==> config.mk <==
export PLATFORM = sky130hd
export DESIGN_NAME = axi_window_ctl
export DESIGN_NICKNAME = d
export VERILOG_FILES = /design/src/rtl/axi_window_ctl.sv
export SDC_FILE = /design/constraint.sdc
export NUM_CORES = 1
export LEC_CHECK = 0
export ABC_CLOCK_PERIOD_IN_PS = 2250
export BUFFER_PORTS_ARGS = -buffer_cell sky130_fd_sc_hd__buf_2
export CELL_PAD_IN_SITES_DETAIL_PLACEMENT = 2
export CELL_PAD_IN_SITES_GLOBAL_PLACEMENT = 2
export CORE_MARGIN = 8
export CORE_UTILIZATION = 38
export CTS_BUF_LIST = sky130_fd_sc_hd__clkbuf_16
export CTS_CLUSTER_DIAMETER = 60
export DETAILED_ROUTE_END_ITERATION = 16
export GPL_ROUTABILITY_DRIVEN = 0
export GPL_TIMING_DRIVEN = 0
export PLACE_DENSITY_LB_ADDON = 0.12
export SETUP_SLACK_MARGIN = 0.3
export SLEW_MARGIN = 20
export SYNTH_ARGS = -nofsm -noshare
export SYNTH_HDL_FRONTEND = slang
export SYNTH_SLANG_ARGS = --single-unit
==> constraint.sdc <==
create_clock -name clk -period 2.25 [get_ports clk]
set_clock_uncertainty 0.05 [all_clocks]
set_input_delay 0.1125 -clock clk [delete_from_list [all_inputs] [get_ports clk]]
set_output_delay 0.1125 -clock clk [all_outputs]
set_load 0.05 [all_outputs]
==> src/rtl/axi_window_ctl.sv <==
// AXI4-Lite responder holding the committed 64-bit window base for the sliding-window translator.
// Optional macro WINDOW_QUIESCE_EN defers commits until datapath_idle is seen.
module axi_window_ctl #(
  parameter int unsigned AW    = 64,
  parameter int unsigned ALIGN = 12
) (
  input  logic          clk,
  input  logic          resetn,
  output logic [AW-1:0] window_addr,
  output logic          window_update,
  input  logic          datapath_idle,
  input  logic [7:0]    S_AXI_AWADDR,
  input  logic          S_AXI_AWVALID,
  output logic          S_AXI_AWREADY,
  input  logic [31:0]   S_AXI_WDATA,
  input  logic [3:0]    S_AXI_WSTRB,
  input  logic          S_AXI_WVALID,
  output logic          S_AXI_WREADY,
  output logic [1:0]    S_AXI_BRESP,
  output logic          S_AXI_BVALID,
  input  logic          S_AXI_BREADY,
  input  logic [7:0]    S_AXI_ARADDR,
  input  logic          S_AXI_ARVALID,
  output logic          S_AXI_ARREADY,
  output logic [31:0]   S_AXI_RDATA,
  output logic [1:0]    S_AXI_RRESP,
  output logic          S_AXI_RVALID,
  input  logic          S_AXI_RREADY
);

  localparam int unsigned DW = 32;
  localparam int unsigned SW = DW / 8;
  localparam logic [63:0] AW_MASK   = (AW >= 64) ? '1 : ((64'd1 << AW) - 64'd1);
  localparam logic [63:0] ADDR_MASK = AW_MASK & ~((64'd1 << ALIGN) - 64'd1);
  localparam logic [5:0]  IDX_STAGE_LO  = 6'd0;
  localparam logic [5:0]  IDX_STAGE_HI  = 6'd1;
  localparam logic [5:0]  IDX_ACTIVE_LO = 6'd2;
  localparam logic [5:0]  IDX_ACTIVE_HI = 6'd3;
  localparam logic [5:0]  IDX_STATUS    = 6'd4;
  localparam logic [1:0]  RESP_OKAY   = 2'b00;
  localparam logic [1:0]  RESP_SLVERR = 2'b10;

  typedef enum logic {W_IDLE, W_RESP} w_state_t;
  typedef enum logic {R_IDLE, R_DATA} r_state_t;

  w_state_t        w_state, w_next;
  r_state_t        r_state, r_next;
  logic            out_of_rst;
  logic            wr_hs, rd_hs;
  logic [63:0]     stage, stage_nxt, active_addr;
  logic [DW-1:0]   wr_word, rd_word;
  logic            wr_err, rd_err, commit_wr;
  logic            pending;
  logic            unused_ok;

  assign unused_ok = ^{datapath_idle, S_AXI_AWADDR[1:0], S_AXI_ARADDR[1:0]};

  // Address and data are only ever accepted together, never while in reset.
  assign wr_hs         = (w_state == W_IDLE) & S_AXI_AWVALID & S_AXI_WVALID & out_of_rst;
  assign S_AXI_AWREADY = wr_hs;
  assign S_AXI_WREADY  = wr_hs;
  assign S_AXI_BVALID  = (w_state == W_RESP);
  assign rd_hs         = S_AXI_ARREADY & S_AXI_ARVALID;
  assign S_AXI_RVALID  = (r_state == R_DATA);
  assign active_addr   = 64'(window_addr);

  always_ff @(posedge clk or negedge resetn) begin
    if (!resetn) begin
      w_state       <= W_IDLE;
      r_state       <= R_IDLE;
      out_of_rst    <= 1'b0;
      S_AXI_ARREADY <= 1'b0;
    end else begin
      w_state       <= w_next;
      r_state       <= r_next;
      out_of_rst    <= 1'b1;
      S_AXI_ARREADY <= (r_next == R_IDLE);
    end
  end

  always_comb begin
    w_next = w_state;
    case (w_state)
      W_IDLE:  if (wr_hs) w_next = W_RESP;
      W_RESP:  if (S_AXI_BREADY) w_next = W_IDLE;
      default: w_next = W_IDLE;
    endcase
  end

  always_comb begin
    r_next = r_state;
    case (r_state)
      R_IDLE:  if (rd_hs) r_next = R_DATA;
      R_DATA:  if (S_AXI_RREADY) r_next = R_IDLE;
      default: r_next = R_IDLE;
    endcase
  end

  // Byte-merge the write into the addressed staging half; unwritable bits stay 0.
  always_comb begin
    stage_nxt = stage;
    wr_err    = 1'b1;
    commit_wr = 1'b0;
    wr_word   = (S_AXI_AWADDR[7:2] == IDX_STAGE_HI) ? stage[63:32] : stage[31:0];
    for (int unsigned b = 0; b < SW; b++) begin
      if (S_AXI_WSTRB[b]) wr_word[8*b +: 8] = S_AXI_WDATA[8*b +: 8];
    end
    case (S_AXI_AWADDR[7:2])
      IDX_STAGE_LO: begin
        stage_nxt = {stage[63:32], wr_word} & ADDR_MASK;
        wr_err    = 1'b0;
      end
      IDX_STAGE_HI: begin
        stage_nxt = {wr_word, stage[31:0]} & ADDR_MASK;
        wr_err    = 1'b0;
        commit_wr = 1'b1;
      end
      default: ;
    endcase
  end

  always_comb begin
    rd_word = '0;
    rd_err  = 1'b0;
    case (S_AXI_ARADDR[7:2])
      IDX_STAGE_LO:  rd_word = stage[31:0];
      IDX_STAGE_HI:  rd_word = stage[63:32];
      IDX_ACTIVE_LO: rd_word = active_addr[31:0];
      IDX_ACTIVE_HI: rd_word = active_addr[63:32];
      IDX_STATUS:    rd_word = {31'd0, pending};
      default:       rd_err  = 1'b1;
    endcase
  end

  always_ff @(posedge clk or negedge resetn) begin
    if (!resetn) begin
      S_AXI_RDATA <= '0;
      S_AXI_RRESP <= RESP_OKAY;
    end else if (rd_hs) begin
      S_AXI_RDATA <= rd_word;
      S_AXI_RRESP <= rd_err ? RESP_SLVERR : RESP_OKAY;
    end
  end

`ifdef WINDOW_QUIESCE_EN
  // Commit waits for an idle data path; a new STAGE_HI write re-arms pending.
  always_ff @(posedge clk or negedge resetn) begin
    if (!resetn) begin
      stage         <= '0;
      pending       <= 1'b0;
      window_addr   <= '0;
      window_update <= 1'b0;
      S_AXI_BRESP   <= RESP_OKAY;
    end else begin
      window_update <= 1'b0;
      if (wr_hs) begin
        S_AXI_BRESP <= wr_err ? RESP_SLVERR : RESP_OKAY;
        if (!wr_err) stage <= stage_nxt;
      end
      if (pending && datapath_idle) begin
        window_addr   <= AW'(stage);
        window_update <= 1'b1;
      end
      if (wr_hs && commit_wr)              pending <= 1'b1;
      else if (pending && datapath_idle)   pending <= 1'b0;
    end
  end
`else
  assign pending = 1'b0;

  // Commit lands on the STAGE_HI handshake edge, together with BVALID.
  always_ff @(posedge clk or negedge resetn) begin
    if (!resetn) begin
      stage         <= '0;
      window_addr   <= '0;
      window_update <= 1'b0;
      S_AXI_BRESP   <= RESP_OKAY;
    end else begin
      window_update <= 1'b0;
      if (wr_hs) begin
        S_AXI_BRESP <= wr_err ? RESP_SLVERR : RESP_OKAY;
        if (!wr_err) stage <= stage_nxt;
        if (commit_wr) begin
          window_addr   <= AW'(stage_nxt);
          window_update <= 1'b1;
        end
      end
    end
  end
`endif

endmodule
==> reports/results.ini, run 1 <==
[job]
maxCapViolCount = 0

[critical_path]
crit_path_end_kind = flip-flop
crit_family = buffers and inverters
crit_type = reg -> reg
slowest_delay_ns = 0.41
worstPathArrival_ns = 2.33
startpoint_type = flip-flop
path_cells = nand4b_1, buf_6, nor4b_4, buf_6, buf_12, buf_12, mux2_2
crit_slowest_cell = dfrtp_2
critPathMaxFanout = 10
path_buf_inv = 4
crit_required_ns = 2.50

[synth]
yosysMostFrequentCell = dfrtp_1
synth.area.top_cells = dfrtp_1 57%, mux2_2 19%, mux4_2 9.8%
synth_common_cells = 167 x dfrtp_1, 124 x mux2_2, 32 x a22o_1, 32 x mux4_2, 24 x nor2b_1
seq_area_frac_synth_pct = 56.72
synth-compound-area-share_pct = 4.041
synth_xor_xnor_area_share_pct = 0
yosysUniqueCellTypes = 27
synth_area_per_cell_um2 = 15.95
yosysTopAreaCell = dfrtp_1
ys_warn_count = 0
syn_inst = 462
synthSimpleGateAreaFrac_pct = 5.196
synth-seq-cells = 167
synth_area_mm2 = 0.007368
ys.flop_type = dfrtp_1
synthAdderAreaFrac_pct = 0
synth_top_cell_area_share_pct = 56.72
synth_edf_count = 0
synth-async-reset-ratio_pct = 100.0
synthMuxAreaShare_pct = 31.31
synth_top_family_by_area = multiplexers

[cts]
ctsRootBufferMaster = clkbuf_16
max-clock-path-buffers = 2
clkLatencyLatePin_ns = 0.42
h-tree-depth = 4
cts_buffers = 17
cts_sinks = 167
cts_tree = yes
cts.reportedPaths.clkPinSlew_ns = 0.07

[place]
port_buffers = 150
placed_area_mm2 = 0.008531
place_hpwl_mm = 15.16
post-place-ws_ns = -0.05638

[global_routing]
grt_antenna_before_repair = 0
gr-usage-all-layers_pct = 19.57
grt_pass1_vias = 5972
grt_overflow = 0
grt_pass1_wl_mm = 35.84
grt_max_degree = 88

[floorplanning]
fp.dieW_um = 155.3
core_mm2 = 0.01927
die-area_mm2 = 0.02410
row_count = 51
pin_count = 166
die_h_um = 155.3
start_util_pct = 38.24

[cells_and_area]
stdcell_area_mm2 = 0.01002
diodes = 0
area_growth_pct = 36.03
nNetsFinal = 754
final_layout_size_suffix_gt1_share_pct = 56.94

[route]
dr_total_vias = 4917
firstDrtPassIters = 4
met3_length_mm = 1.145
routedWlPerCell_um = 23.84
drt-total-wl_mm = 23.15
vias_per_cell = 5.064
top_layer = met4
drc_errors = 0
first_iter_violations = 155
route.met2.wl_mm = 12.23
ant_nets = 0
met1_length_mm = 9.505

[power_and_ir_drop]
powerDensity_mw_per_mm2 = 654.7
power_uw = 6562
peakVddDrop_v = 0.0004974
p_leak_uw = 0.005102

[timing]
setup_ws_ns = 0.1702
slew-limit-headroom_pct = 34.39
worst_slew_pin_slew_ns = 0.9841
fin_crit_sh_pct = 92.43
final-hold-violation-count = 0
fmaxAchievable_mhz = 480.8
finalSetupViolations = 0
whs_ns = 0.02460
rsz0062_at_grt = true
slew_viol_final = 0
final.min_clock_period_ns = 2.080
finalSetupTns_ns = 0

[outcome]
status = finished, final reports clean

[hold_path]
hp-class = in -> reg

==> cell families (layout without fill, tap and decap cells) <==
logic type / after synthesis / after routing
AND/OR/NAND/NOR: 51 / 51
flip-flops: 167 / 167
multiplexers: 169 / 169
buffers and inverters: 38 / 281
AO/OA/AOI/OAI: 35 / 35
other: 2 / 3
==> worst reg2reg max path: stages (launching register included) <==
cell and delay (ns):
dfrtp_2 0.41, nand4b_1 0.27, buf_6 0.20, nor4b_4 0.26, buf_6 0.17, buf_12 0.11
buf_12 0.14, mux2_2 0.35
==> timing repair <==
action,CTS,global route
resized for setup,21,55
hold endpoints to repair,142,0
hold buffers,36,0
endpoints found under the setup margin,148,137
cloned,2,1
setup buffers,19,3
pin swaps,5,0
==> state kept, by name, indices dropped and copies added (netlist names) <==
name / count
S_AXI_RVALID: 1
window_addr: 64
out_of_rst: 1
S_AXI_RRESP: 1
S_AXI_ARREADY: 1
stage: 64
window_update: 1
S_AXI_BVALID: 1
S_AXI_RDATA: 32
S_AXI_BRESP: 1
==> cell type report <==
| cell class | count | area, µm² |
|---|---|---|
| clock buffer | 17 | 425.4 |
| sequential | 167 | 4180 |
| fill | 1804 | 9248 |
| buffer | 35 | 277.8 |
| multi-input combinational | 258 | 3177 |
| clock inverter | 14 | 135.1 |
| inverter | 3 | 11.26 |
| timing repair buffer | 212 | 1485 |
| tap | 265 | 331.6 |
==> per-stage QoR <==
stage          utilization [%]  std cells
2_1_floorplan                -        463
3_3_place_gp             44.07        878
3_5_place_dp             44.27        879
4_1_cts                  50.84        967
5_1_grt                  52.01        971
6_report                 52.01        971
==> power breakdown <==
| group | internal (µW) | total (µW) | switching, µW | leakage [µW] |
|---|---|---|---|---|
| clock network | 1620 | 2860 | 1240 | 0.000272 |
| logic | 237 | 612 | 375 | 0.00252 |
| registers | 3050 | 3090 | 38.7 | 0.00231 |
| total | 4910 | 6560 | 1660 | 0.00510 |
==> final timing paths <==
check	startpoint	to	slack [ns]	depth (start not counted)
max reg2reg	S_AXI_BVALID	window_addr[39]	0.17	7
min reg2reg	S_AXI_RDATA[14]	S_AXI_RDATA[14]	0.45	1
min in group asynchronous	resetn	S_AXI_RDATA[24]	0.24	2
max	S_AXI_BVALID	window_addr[39]	0.17	7
max in group asynchronous	resetn	window_addr[45]	1.05	3
min	S_AXI_AWADDR[2]	window_update	0.02	3
==> routing by layer <==
layer / vias to the layer above / track usage, %
met5: - / 0
met4: 0 / 5.360
met3: 22 / 4.632
met2: 108 / 35.42
met1: 2619 / 22.78
li1: 2168 / -
==> placed cells by master (no fill, tap or decap), drive strengths merged, types with 2 or more instances in the layout <==
cell type	netlist	layout
bufinv	0	2
mux4	32	32
conb	2	3
clkinvlp	0	3
mux2	136	136
dfrtp	167	167
dlygate4sd3	0	36
clkinv	0	6
nor3	4	4
or4	3	3
nand2	6	6
a22o	32	32
nor2	3	3
nand2b	3	3
nor4	5	5
clkbuf	13	31
inv	3	6
buf	22	197
nor2b	24	24
Note: power is estimated with default switching activity, not from simulation.
==> inputs of run 2 (changes only) <==
Settings changed: CORE_MARGIN 8 to 10, PLACE_DENSITY from default to 0.8, PLACE_DENSITY_LB_ADDON 0.12 to default.
==> run 2 against run 1 <==
  * Non-clock buffer count stayed put
  * Die area is 5.2% higher
  * Via count is 2.0% higher
  * Total power is 1.1% lower
  * Combinational power is 1% higher
  * Critical path depth stayed put
  * Hold slack worse by 0.0013 ns
  * Setup slack better by 0.052 ns
  * Utilization is 0.97 points higher
  * Sequential power hardly changed
  * Cell area is 0.14% lower
  * Critical endpoint is now window_addr[33]
==> reports/results.ini, run 2 (synthesized netlist as in run 1, its figures left out) <==
[cells_and_area]
nNetsFinal = 754  ; unchanged
area_growth_pct = 35.85  ; was 36.03%
final_util_pct = 52.98  ; was 52.01%
stdcell_area_mm2 = 0.01001  ; was 0.01002 mm²
layoutNonFillerInstCount = 967  ; was 971
layout_common_cells = 166 x dfrtp_1, 150 x buf_2, 80 x mux2_2  ; was 166 x dfrtp_1, 148 x buf_2, 85 x mux2_2
reg_top3 = stage x64, window_addr x64, S_AXI_RDATA x32  ; unchanged
final_layout_size_suffix_gt1_share_pct = 57.28  ; was 56.94%
diodes = 0  ; unchanged
filler_cell_count = 1748  ; was 1804
mostFrequentLayoutCell = dfrtp_1  ; unchanged

[cts]
cts_tree = yes  ; unchanged
ctsRootBufferMaster = clkbuf_16  ; unchanged
cts.reportedPaths.clkPinSlew_ns = 0.06  ; was 0.07 ns
cts_buffers = 17  ; unchanged
h-tree-depth = 4  ; unchanged
cts_sinks = 167  ; unchanged
max-clock-path-buffers = 2  ; unchanged
clkLatencyLatePin_ns = 0.43  ; was 0.42 ns

[timing]
fmaxAchievable_mhz = 493.2  ; was 480.8 MHz
fin_crit_sh_pct = 90.12  ; was 92.43%
finalSetupViolations = 0  ; unchanged
slew-limit-headroom_pct = 32.19  ; was 34.39%
whs_ns = 0.02328  ; was 0.02460 ns
slew_viol_final = 0  ; unchanged
rsz0062_at_grt = true  ; unchanged
final.min_clock_period_ns = 2.028  ; was 2.080 ns
worst_slew_pin_slew_ns = 1.017  ; was 0.9841 ns
final-hold-violation-count = 0  ; unchanged

[critical_path]
startpoint_type = flip-flop  ; unchanged
worstPathArrival_ns = 2.28  ; was 2.33 ns
r2r_setup_slack_ns = 0.22  ; was 0.17 ns
crit_path_end_kind = flip-flop  ; unchanged
r2r_cells = 7  ; unchanged
crit_type = reg -> reg  ; unchanged
crit_required_ns = 2.50  ; about the same
critPathMaxFanout = 6  ; was 10

[global_routing]
grt_pass1_vias = 6010  ; was 5972
grt_max_degree = 89  ; was 88
gr-usage-all-layers_pct = 19.06  ; was 19.57%
grt_overflow = 0  ; unchanged
use_met2_pct = 34.20  ; was 35.42%
grt_pass1_wl_mm = 37.89  ; was 35.84 mm
use_met1_pct = 22.36  ; was 22.78%
use_met3_pct = 4.415  ; was 4.632%
grt_busiest_layer = met2  ; unchanged
grt_antenna_before_repair = 0  ; unchanged

[hold_path]
whs_path_depth = 3  ; unchanged
hp-class = in -> reg  ; unchanged

[route]
ant_nets = 0  ; unchanged
first_iter_violations = 160  ; was 155
routedWlPerCell_um = 25.47  ; was 23.84 µm
drt-total-wl_mm = 24.63  ; was 23.15 mm
dr_total_vias = 5014  ; was 4917
drc_errors = 0  ; unchanged
firstDrtPassIters = 4  ; unchanged
vias_per_cell = 5.185  ; was 5.064

[power_and_ir_drop]
p_leak_uw = 0.005087  ; was 0.005102 µW
powerDensity_mw_per_mm2 = 648.3  ; was 654.7 mW/mm²
peakVddDrop_v = 0.0004615  ; was 0.0004974 V

[floorplanning]
row_count = 50  ; was 51
pin_count = 166  ; unchanged
die_h_um = 159.3  ; was 155.3 µm
die-area_mm2 = 0.02536  ; was 0.02410 mm²
core_mm2 = 0.01889  ; was 0.01927 mm²
fp.dieW_um = 159.3  ; was 155.3 µm
start_util_pct = 39.00  ; was 38.24%

[place]
dpl.cell_count = 874  ; was 879
placed_area_mm2 = 0.008524  ; was 0.008531 mm²
port_buffers = 150  ; unchanged
place_hpwl_mm = 15.99  ; was 15.16 mm

[job]
maxCapViolCount = 0  ; unchanged

[outcome]
status = finished, final reports clean  ; unchanged

run 2: changes by cell type in the layout (fill, tap and decap cells not counted), moves of 2 or more:
cell	delta
buf_2	+2
buf_4	-2
clkinv_4	+2
mux2_2	-5
clkbuf_2	+2
clkinv_2	-2
clkinvlp_4	+3
buf_12	-3
mux2_4	+5
run 2: final cells by class:
type	instances	area (µm²)	share of cell area, %
timing repair buffer	212	1470	14.69
clock buffer	17	425.4	4.250
clock inverter	15	131.4	1.313
buffer	35	270.3	2.700
sequential	167	4180	41.76
inverter	3	11.26	0.1125
tap	260	325.3	3.250
multi-input combinational	258	3196	31.92
run 2: path summary, 6_finish.rpt:
kind                            startpoint              end
max in group asynchronous           resetn   S_AXI_RDATA[8]
hold / removal             S_AXI_AWADDR[2]    window_update
min in group asynchronous           resetn  window_addr[59]
hold reg to reg            S_AXI_RDATA[26]  S_AXI_RDATA[26]
setup reg to reg              S_AXI_BVALID  window_addr[33]
setup / recovery              S_AXI_BVALID  window_addr[33]
run 2: worst max-delay path, stage by stage (launching register included):
cell and delay (ns):
dfrtp_2 0.41, nand4b_1 0.22, buf_6 0.17, nor4b_4 0.26
buf_6 0.24, buf_12 0.13, buf_12 0.12, mux2_4 0.31
run 2: metrics by stage:
stage | power, µW | worst slack [ns] | setup TNS [ns]
5_1_grt | 6744 | 0.1691 | 0
3_3_place_gp | 3658 | -1.792 | -249.98
6_report | 6489 | 0.2223 | 0
2_1_floorplan | 3445 | 0.2861 | 0
4_1_cts | 6525 | 0.2384 | 0
3_5_place_dp | 3693 | -0.2213 | -4.777
run 2: what timing repair did:
item                       4_1_cts  5_1_grt
hold buffers                    36        0
gates resized for setup         22       53
setup endpoints to repair      129      135
gates cloned                     1        3
hold endpoints to repair       135        0
pin swaps                        4        2
buffers inserted                15        6
run 2: metal layers:
metal	wire length [µm]	part of all wire [%]	up-vias
met4	252	1.0	0
met3	891	3.6	20
met2	13100	53	118
met1	10390	42	2704
li1	-	-	2172
met5	0	0	-
run 2: power breakdown:
group,leakage (µW),switching (µW),internal [µW],total (µW)
Clock,0.000257,1250,1520,2780
Combinational,0.00252,384,236,620
Sequential,0.00231,42.3,3050,3090
